`config.mk`:
```
export PLATFORM = sky130hd
export DESIGN_NAME = hsv_core_ctrl_flow_flat
export DESIGN_NICKNAME = d
export VERILOG_FILES = /design/src/rtl/hsv_core_ctrl_flow_if.sv /design/src/rtl/hsv_core_ctrl_flow.sv /design/src/flat_wrapper.sv
export SDC_FILE = /design/constraint.sdc
export NUM_CORES = 1
export LEC_CHECK = 0
export ABC_AREA = 1
export CAP_MARGIN = 0
export CORE_ASPECT_RATIO = 1.75
export CORE_UTILIZATION = 40
export DETAILED_ROUTE_END_ITERATION = 6
export PLACE_DENSITY = 0.75
export SYNTH_ARGS = -nofsm -noshare
export SYNTH_HDL_FRONTEND = slang
export SYNTH_SLANG_ARGS = --single-unit
```
`constraint.sdc`:
```
create_clock -name clk_core -period 1.8 [get_ports clk_core]
set_input_delay 0.27 -clock clk_core [delete_from_list [all_inputs] [get_ports clk_core]]
set_output_delay 0.27 -clock clk_core [all_outputs]
set_load 0.05 [all_outputs]
```
`src/rtl/hsv_core_ctrl_flow_if.sv`:
```
// Control-flow sequencer bus: commit ctrl_* inputs, flush handshake, CSR trap/mret
// updates and interrupt/WFI signalling. master = sequencer side.
interface hsv_core_ctrl_flow_if;
  logic        ctrl_flush_begin;
  logic        ctrl_trap;
  logic [4:0]  ctrl_trap_cause;
  logic [31:0] ctrl_trap_value;
  logic        ctrl_mode_return;
  logic        ctrl_wait_irq;
  logic [31:0] ctrl_next_pc;
  logic        ctrl_begin_irq;
  logic        flush_req;
  logic [31:0] flush_target;
  logic        flush_ack;
  logic        irq_pending;
  logic [4:0]  irq_cause;
  logic        csr_mstatus_mie;
  logic [31:0] csr_mtvec;
  logic [31:0] csr_mepc;
  logic        trap_we;
  logic [31:0] trap_mcause;
  logic [31:0] trap_epc;
  logic [31:0] trap_tval;
  logic        mret_we;
  logic        wfi_active;

  modport master (
    input  ctrl_flush_begin, ctrl_trap, ctrl_trap_cause, ctrl_trap_value, ctrl_mode_return,
           ctrl_wait_irq, ctrl_next_pc, flush_ack, irq_pending, irq_cause, csr_mstatus_mie,
           csr_mtvec, csr_mepc,
    output ctrl_begin_irq, flush_req, flush_target, trap_we, trap_mcause, trap_epc, trap_tval,
           mret_we, wfi_active
  );

  modport slave (
    output ctrl_flush_begin, ctrl_trap, ctrl_trap_cause, ctrl_trap_value, ctrl_mode_return,
           ctrl_wait_irq, ctrl_next_pc, flush_ack, irq_pending, irq_cause, csr_mstatus_mie,
           csr_mtvec, csr_mepc,
    input  ctrl_begin_irq, flush_req, flush_target, trap_we, trap_mcause, trap_epc, trap_tval,
           mret_we, wfi_active
  );
endinterface

```
`src/rtl/hsv_core_ctrl_flow.sv`:
```
// Control-flow sequencer after commit: turns flush-class commits and interrupts into a
// pipeline flush handshake plus trap/mret CSR updates, and parks the core in WFI.
module hsv_core_ctrl_flow #(
  parameter logic [31:0] RESET_PC = 32'h0000_0000,
  parameter bit          VECTORED = 1'b1
) (
  input logic                  clk_core,
  input logic                  rst_core_n,
  hsv_core_ctrl_flow_if.master cf
);

  typedef enum logic [2:0] {RUN, DECIDE, IRQ, FLUSH_REQ, FLUSH_DROP, WFI} state_e;

  typedef struct packed {
    logic        trap_we;
    logic [31:0] mcause;
    logic [31:0] epc;
    logic [31:0] tval;
    logic        mret_we;
    logic        flush_req;
    logic [31:0] target;
    logic        wfi_active;
    logic        wfi_flag;
  } regs_t;

  state_e      state_q, state_d;
  regs_t       r_q, r_d;
  logic        begin_irq;
  logic [31:0] base, irq_target;

  // Vectored mode only affects interrupts; exceptions always land on the base.
  assign base       = {cf.csr_mtvec[31:2], 2'b00};
  assign irq_target = (VECTORED && (cf.csr_mtvec[1:0] == 2'b01))
                      ? base + {25'b0, cf.irq_cause, 2'b00} : base;

  always_ff @(posedge clk_core or negedge rst_core_n) begin
    if (!rst_core_n) begin
      state_q  <= RUN;
      r_q      <= '0;
      r_q.target <= RESET_PC;
    end else begin
      state_q <= state_d;
      r_q     <= r_d;
    end
  end

  always_comb begin
    state_d    = state_q;
    r_d        = r_q;
    r_d.trap_we = 1'b0;
    r_d.mret_we = 1'b0;
    begin_irq  = 1'b0;
    case (state_q)
      RUN: begin
        if (cf.ctrl_flush_begin) begin
          state_d = DECIDE;
        end else if (cf.irq_pending && cf.csr_mstatus_mie) begin
          begin_irq = 1'b1;
          state_d   = IRQ;
        end
      end
      DECIDE: begin
        r_d.flush_req = 1'b1;
        state_d       = FLUSH_REQ;
        if (cf.ctrl_trap) begin
          r_d.trap_we = 1'b1;
          r_d.mcause  = {27'b0, cf.ctrl_trap_cause};
          r_d.epc     = cf.ctrl_next_pc;
          r_d.tval    = cf.ctrl_trap_value;
          r_d.target  = base;
        end else if (cf.ctrl_mode_return) begin
          r_d.mret_we = 1'b1;
          r_d.target  = cf.csr_mepc;
        end else if (cf.ctrl_wait_irq) begin
          r_d.target   = cf.ctrl_next_pc;
          r_d.wfi_flag = 1'b1;
        end else begin
          r_d.target = cf.ctrl_next_pc;
        end
      end
      IRQ: begin
        r_d.trap_we   = 1'b1;
        r_d.mcause    = {1'b1, 26'b0, cf.irq_cause};
        r_d.epc       = cf.ctrl_next_pc;
        r_d.tval      = '0;
        r_d.target    = irq_target;
        r_d.flush_req = 1'b1;
        state_d       = FLUSH_REQ;
      end
      FLUSH_REQ: begin
        if (cf.flush_ack) begin
          r_d.flush_req = 1'b0;
          state_d       = FLUSH_DROP;
        end
      end
      FLUSH_DROP: begin
        // Commit reloads its pc from flush_target during this cycle.
        if (r_q.wfi_flag) begin
          r_d.wfi_flag = 1'b0;
          state_d      = WFI;
        end else begin
          state_d = RUN;
        end
      end
      WFI: begin
        if (cf.irq_pending) begin
          if (cf.csr_mstatus_mie) begin
            begin_irq = 1'b1;
            state_d   = IRQ;
          end else begin
            state_d = RUN;
          end
        end
      end
      default: state_d = RUN;
    endcase
    r_d.wfi_active = (state_d == WFI);
  end

  assign cf.ctrl_begin_irq = begin_irq;
  assign cf.flush_req      = r_q.flush_req;
  assign cf.flush_target   = r_q.target;
  assign cf.trap_we        = r_q.trap_we;
  assign cf.trap_mcause    = r_q.mcause;
  assign cf.trap_epc       = r_q.epc;
  assign cf.trap_tval      = r_q.tval;
  assign cf.mret_we        = r_q.mret_we;
  assign cf.wfi_active     = r_q.wfi_active;

  a_flush_only_in_run: assert property (@(posedge clk_core) disable iff (!rst_core_n)
    cf.ctrl_flush_begin |-> (state_q == RUN))
    else $error("ctrl_flush_begin outside RUN");

endmodule

```
`src/flat_wrapper.sv`:
```
// flat-port wrapper written by rule: the top's interface ports become plain ports
module hsv_core_ctrl_flow_flat 
#(
  parameter logic [31:0] RESET_PC = 32'h0000_0000,
  parameter bit          VECTORED = 1'b1
)
  (clk_core, rst_core_n, cf_ctrl_flush_begin, cf_ctrl_trap, cf_ctrl_trap_cause, cf_ctrl_trap_value, cf_ctrl_mode_return, cf_ctrl_wait_irq, cf_ctrl_next_pc, cf_flush_ack, cf_irq_pending, cf_irq_cause, cf_csr_mstatus_mie, cf_csr_mtvec, cf_csr_mepc, cf_ctrl_begin_irq, cf_flush_req, cf_flush_target, cf_trap_we, cf_trap_mcause, cf_trap_epc, cf_trap_tval, cf_mret_we, cf_wfi_active);
  hsv_core_ctrl_flow_if cf_i ();
  input logic clk_core;
  input logic rst_core_n;
  input wire logic [$bits(cf_i.ctrl_flush_begin)-1:0] cf_ctrl_flush_begin;
  input wire logic [$bits(cf_i.ctrl_trap)-1:0] cf_ctrl_trap;
  input wire logic [$bits(cf_i.ctrl_trap_cause)-1:0] cf_ctrl_trap_cause;
  input wire logic [$bits(cf_i.ctrl_trap_value)-1:0] cf_ctrl_trap_value;
  input wire logic [$bits(cf_i.ctrl_mode_return)-1:0] cf_ctrl_mode_return;
  input wire logic [$bits(cf_i.ctrl_wait_irq)-1:0] cf_ctrl_wait_irq;
  input wire logic [$bits(cf_i.ctrl_next_pc)-1:0] cf_ctrl_next_pc;
  input wire logic [$bits(cf_i.flush_ack)-1:0] cf_flush_ack;
  input wire logic [$bits(cf_i.irq_pending)-1:0] cf_irq_pending;
  input wire logic [$bits(cf_i.irq_cause)-1:0] cf_irq_cause;
  input wire logic [$bits(cf_i.csr_mstatus_mie)-1:0] cf_csr_mstatus_mie;
  input wire logic [$bits(cf_i.csr_mtvec)-1:0] cf_csr_mtvec;
  input wire logic [$bits(cf_i.csr_mepc)-1:0] cf_csr_mepc;
  output wire logic [$bits(cf_i.ctrl_begin_irq)-1:0] cf_ctrl_begin_irq;
  output wire logic [$bits(cf_i.flush_req)-1:0] cf_flush_req;
  output wire logic [$bits(cf_i.flush_target)-1:0] cf_flush_target;
  output wire logic [$bits(cf_i.trap_we)-1:0] cf_trap_we;
  output wire logic [$bits(cf_i.trap_mcause)-1:0] cf_trap_mcause;
  output wire logic [$bits(cf_i.trap_epc)-1:0] cf_trap_epc;
  output wire logic [$bits(cf_i.trap_tval)-1:0] cf_trap_tval;
  output wire logic [$bits(cf_i.mret_we)-1:0] cf_mret_we;
  output wire logic [$bits(cf_i.wfi_active)-1:0] cf_wfi_active;
  assign cf_i.ctrl_flush_begin = cf_ctrl_flush_begin;
  assign cf_i.ctrl_trap = cf_ctrl_trap;
  assign cf_i.ctrl_trap_cause = cf_ctrl_trap_cause;
  assign cf_i.ctrl_trap_value = cf_ctrl_trap_value;
  assign cf_i.ctrl_mode_return = cf_ctrl_mode_return;
  assign cf_i.ctrl_wait_irq = cf_ctrl_wait_irq;
  assign cf_i.ctrl_next_pc = cf_ctrl_next_pc;
  assign cf_i.flush_ack = cf_flush_ack;
  assign cf_i.irq_pending = cf_irq_pending;
  assign cf_i.irq_cause = cf_irq_cause;
  assign cf_i.csr_mstatus_mie = cf_csr_mstatus_mie;
  assign cf_i.csr_mtvec = cf_csr_mtvec;
  assign cf_i.csr_mepc = cf_csr_mepc;
  assign cf_ctrl_begin_irq = cf_i.ctrl_begin_irq;
  assign cf_flush_req = cf_i.flush_req;
  assign cf_flush_target = cf_i.flush_target;
  assign cf_trap_we = cf_i.trap_we;
  assign cf_trap_mcause = cf_i.trap_mcause;
  assign cf_trap_epc = cf_i.trap_epc;
  assign cf_trap_tval = cf_i.trap_tval;
  assign cf_mret_we = cf_i.mret_we;
  assign cf_wfi_active = cf_i.wfi_active;
  hsv_core_ctrl_flow #(.RESET_PC(RESET_PC), .VECTORED(VECTORED)) u_core (.clk_core(clk_core), .rst_core_n(rst_core_n), .cf(cf_i));
endmodule
```
* Word level (Yosys, flattened, before mapping)
Index checks and enable logic that the tools add are counted.
Word-level totals: logic and storage cells 59, bits of input ports 147, register bits 136
Operators by class: add/subtract/negate cells 1, equal/unequal tests 12, reduce and logical (&&, ||, !) cells 9, mux-type cells 27
Operators by type and width (count):
- $pmux W97 S2 | 1
- $mux W97 | 1
- $mux W32 | 3
- $pmux W32 S2 | 1
- $add A32 B7 Y32 | 1
- $mux W3 | 5
- $pmux W3 S5 | 1
- $mux W1 | 11
- $ne A2 B2 Y1 const B | 5
- $eq A3 B3 Y1 const B | 3
- $eq A3 B2 Y1 const B | 2
- $pmux W1 S2 | 3
- $reduce_bool A2 Y1 | 3
- $reduce_and A2 Y1 | 2
- $reduce_and A4 Y1 | 1
- $eq A3 B1 Y1 const B | 1
- $logic_not A3 Y1 | 1
- $eq A2 B1 Y1 const B | 1
- $mux W2 | 1
- $reduce_or A2 Y1 | 1
- $logic_and A1 B1 Y1 | 1

* Logic depth before layout (Yosys ltp)
word-level depth 5, depth in mapped cells 14

* Least setup slack after synthesis
No wires, ideal clock.
kind input to register, from in cf_csr_mtvec[2], to reg u_core.r_q, in the netlist u_core.cf.flush_target[16], library setup time 116 ps, slack 70 ps, arrival 1614 ps, cell stages on the path 14, path through ha_1 -> fa_1 -> nand2_1 -> nand2_1 -> nand3_1 -> nand2_2 -> nand3_2 -> inv_1 -> nand2_1 -> nand2_1 -> nand3_1 -> nand2_1 -> nand2_1 -> nand2_1
On the way: cells in the longest elaborated chain, start to end 3
RTL lines:
- from (decl) | RTL line flat_wrapper.sv:22 | input wire logic [$bits(cf_i.csr_mtvec)-1:0] cf_csr_mtvec;
- $add A32 B7 Y32 | RTL line hsv_core_ctrl_flow.sv:34 | ? base + {25'b0, cf.irq_cause, 2'b00} : base;
- $mux W32 | RTL line hsv_core_ctrl_flow.sv:34
- $pmux W32 S2 | RTL line hsv_core_ctrl_flow.sv:53 | case (state_q)
- to (signal assigned) | RTL line hsv_core_ctrl_flow.sv:43 | r_q <= r_d;
- to (decl) | RTL line hsv_core_ctrl_flow.sv:27 | regs_t r_q, r_d;
No other way between the ends. A chain may end at the register's enable or synchronous reset.

* Worst setup path after layout
from reg u_core.r_q, in the netlist u_core.cf.trap_epc[0], to out cf_trap_epc[0]
RTL lines:
- to (decl) | RTL line flat_wrapper.sv:29 | output wire logic [$bits(cf_i.trap_epc)-1:0] cf_trap_epc;
No word-level cell between the ends.

==> impl_metrics.tcl <==
set metrics [dict create \
    outcome "complete, no violations" \
    dieArea_sq_um 17900 \
    layout_commonest_cell "nand2_1" \
    path_class "register to output pin" \
    setup_violations 0 \
    layout_common_cells "nand2_1 (151), clkdlybuf4s50_1 (145), buf_4 (130), nor2_1 (110), dfrtp_1 (110)" \
    worstPathBufferInverterCount 1 \
    fin_crit_ns 1.78 \
    h-tree-depth 3 \
    rows 63 \
    clock_power_share_pct 12.1 \
    fin_tns_setup_ns 0 \
    drtIter0Drc 367 \
    pin_count 280 \
    tightest_slew_ns 0.524 \
    yosysWarnings 0 \
    track_usage_pct 24.9 \
    gp_congestion 0.938 \
    finalPower_mw 17.0 \
    area_delta_synth_final_pct 41.8 \
    cts_buffer_depth 2 \
    clock_sinks 110 \
    chipHeight_um 176 \
    core-area_sq_um 16900 \
    fin_skew_ns 0.0138 \
    holdCritPathClass "input pin to register" \
    critical_path.slowest_cell "clkdlybuf4s50_1" \
    ctsRootBufferMaster "clkbuf_16" \
    port-buffer-count 253 \
    synth_seq_cells 110 \
    drc_errors 0 \
    grt_max_degree 38 \
    grt_pass1_vias 6452 \
    intPower_mw 8.25 \
    layout-drive-gt1-share_pct 17.7 \
    place_ws_ns -0.585 \
    slew_violations 0 \
    period_share_pct 98.8 \
    utilization_pct 58.2 \
    viasPerCell 5.02 \
    cp_data_arrival_time_ns 1.51 \
    timing.fmax_mhz 562 \
    cp.required_ns 1.53 \
    place_inst 1318 \
    synthFlopType "dfrtp_1" \
    antenna_found_initial 2 \
    ys_types 36 \
    synth_area_sq_um 6960 \
    cp_max_fo 2 \
    power.switching_mw 8.72 \
    leakage_nw 5.07 \
    startpoint_type "register" \
    synth.avg_cell_area_sq_um 7.78 \
    final_cells 1341 \
    fillerInstances 1532 \
    grt_first_pass_wirelength_um 33600 \
    fin_ws_ns 0.0218 \
    path_cells "clkdlybuf4s50_1" \
    drtAntennaViolNets 0 \
    dr.pass1.iters 5 \
    synth-async-reset-ratio_pct 100 \
    cp_top_family "buffers and inverters" \
    powerDensity_nw_per_um2 1720 \
    comb_power_share_pct 63.3 \
    peakVddDrop_v 0.000708 \
    maxCapViolations 0 \
    routed_wl_um 22800 \
    dp_hpwl_um 17500 \
    slew_headroom_pct 65.0 \
    p_seq_share_pct 24.7 \
    syn_inst 894 \
    cts_tree "built" \
    wl_per_cell_um 17.0 \
    vias 6734 \
    synth_enable_flop_cells 0 \
    clock_latency_ns 0.36 \
    numCtsBuffers 9 \
    start_util_pct 41.1 \
    yosysSeqAreaShare_pct 39.6 \
    slowest_delay_ns 0.80 \
    final_nets 1260 \
    die_w_um 102 \
    hold_viol_final 0 \
    cts.reportedPaths.clkPinSlew_ns 0.07 \
    crit_path_end_kind "output pin" \
    grt.overflow.total 0 \
    switching_share_pct 51.4 \
]
## layout make-up
class	instances	area (sq um)	share of cell area, %
Tap cell	227	284	2.88
Clock buffer	10	239	2.42
Sequential cell	110	2750	27.9
Antenna cell	2	5.00	0.0507
Timing Repair Buffer	345	3290	33.3
Clock inverter	6	61.3	0.621
Inverter	77	289	2.93
Multi-Input combinational cell	564	2950	29.9
## Yosys cell counts, types with 6 or more instances
cell / count / area (sq um)
a221oi_1: 8 / 70.1
clkbuf_1: 9 / 33.8
inv_1: 72 / 270
o211ai_1: 12 / 90.1
nor2_1: 112 / 420
a21oi_1: 55 / 275
buf_4: 139 / 1040
nand2_1: 154 / 578
o21ai_0: 56 / 280
o21bai_1: 7 / 52.6
a22o_1: 32 / 280
dfrtp_1: 110 / 2750
nand3_1: 39 / 195
a31oi_1: 9 / 56.3
o21ai_1: 11 / 55.1
buf_2: 17 / 85.1
nor3_1: 7 / 35.0
nand4_1: 6 / 37.5
## power by group through the flow
stage | Combinational (mW) | Sequential (mW) | Clock (mW)
floorplan | 8.52 | 4.16 | 0
global placement | 10.6 | 4.21 | 0
detailed placement | 10.7 | 4.25 | 0
CTS | 10.7 | 4.19 | 2.08
global route | 11.4 | 4.30 | 2.15
finish | 10.7 | 4.18 | 2.05
## metrics by stage
step	hold WS, ns	instance area [sq um]
2_1_floorplan	-0.0256	7050
3_3_place_gp	0.174	9310
3_5_place_dp	0.174	9310
4_1_cts	0.311	9680
5_1_grt	0.274	9870
6_report	0.245	9870
## logic make-up after synthesis
kind of cell | count (synthesis) | synth area share (%)
DFF | 110 | 39.6
and+or+nand+nor | 333 | 20.2
adders and majority gates | 6 | 1.19
xor gates and xnor gates | 4 | 0.504
other | 1 | 0.0539
AOI/OAI and AO/OA | 194 | 17.1
buffers and inverters | 246 | 21.4
## final timing paths
check | from | endpoint | slack, ns | cells after the start
min in group asynchronous | rst_core_n | u_core.cf.trap_tval[18] | 0.34 | 2
max in group asynchronous | rst_core_n | u_core.cf.trap_tval[2] | 0.93 | 3
setup / recovery | u_core.cf.trap_epc[0] | cf_trap_epc[0] | 0.02 | 1
hold / removal | cf_irq_cause[4] | u_core.cf.trap_mcause[4] | 0.25 | 3
setup reg to reg | u_core.state_q[1] | u_core.cf.trap_tval[3] | 0.09 | 8
hold reg to reg | u_core.cf.trap_mcause[31] | u_core.cf.trap_mcause[31] | 0.48 | 2
## layer usage
| layer | track usage, % | routed length [um] | up-vias |
|---|---|---|---|
| li1 | - | - | 3217 |
| met1 | 26.5 | 8240 | 3176 |
| met2 | 46.3 | 12200 | 290 |
| met3 | 3.17 | 1370 | 51 |
| met4 | 13.3 | 983 | 0 |
| met5 | 0 | 0 | - |
## sequential cells by signal, summed over array words and instances (netlist names)
name and flops:
u_core.cf.trap_we 1, u_core.cf.wfi_active 1, u_core.r_q 1, u_core.cf.flush_req 1, u_core.state_q 3, u_core.cf.trap_tval 32
u_core.cf.mret_we 1, u_core.cf.trap_epc 32, u_core.cf.trap_mcause 6, u_core.cf.flush_target 32
## timing repair
action,in CTS,in global routing
cloned,1,0
resized for setup,34,56
setup endpoints to repair,36,59
buffers inserted,2,1
pin swaps,6,5
hold buffers,1,0
endpoints found under the hold margin,15,0
No activity file was read; power rests on OpenSTA's default activity.
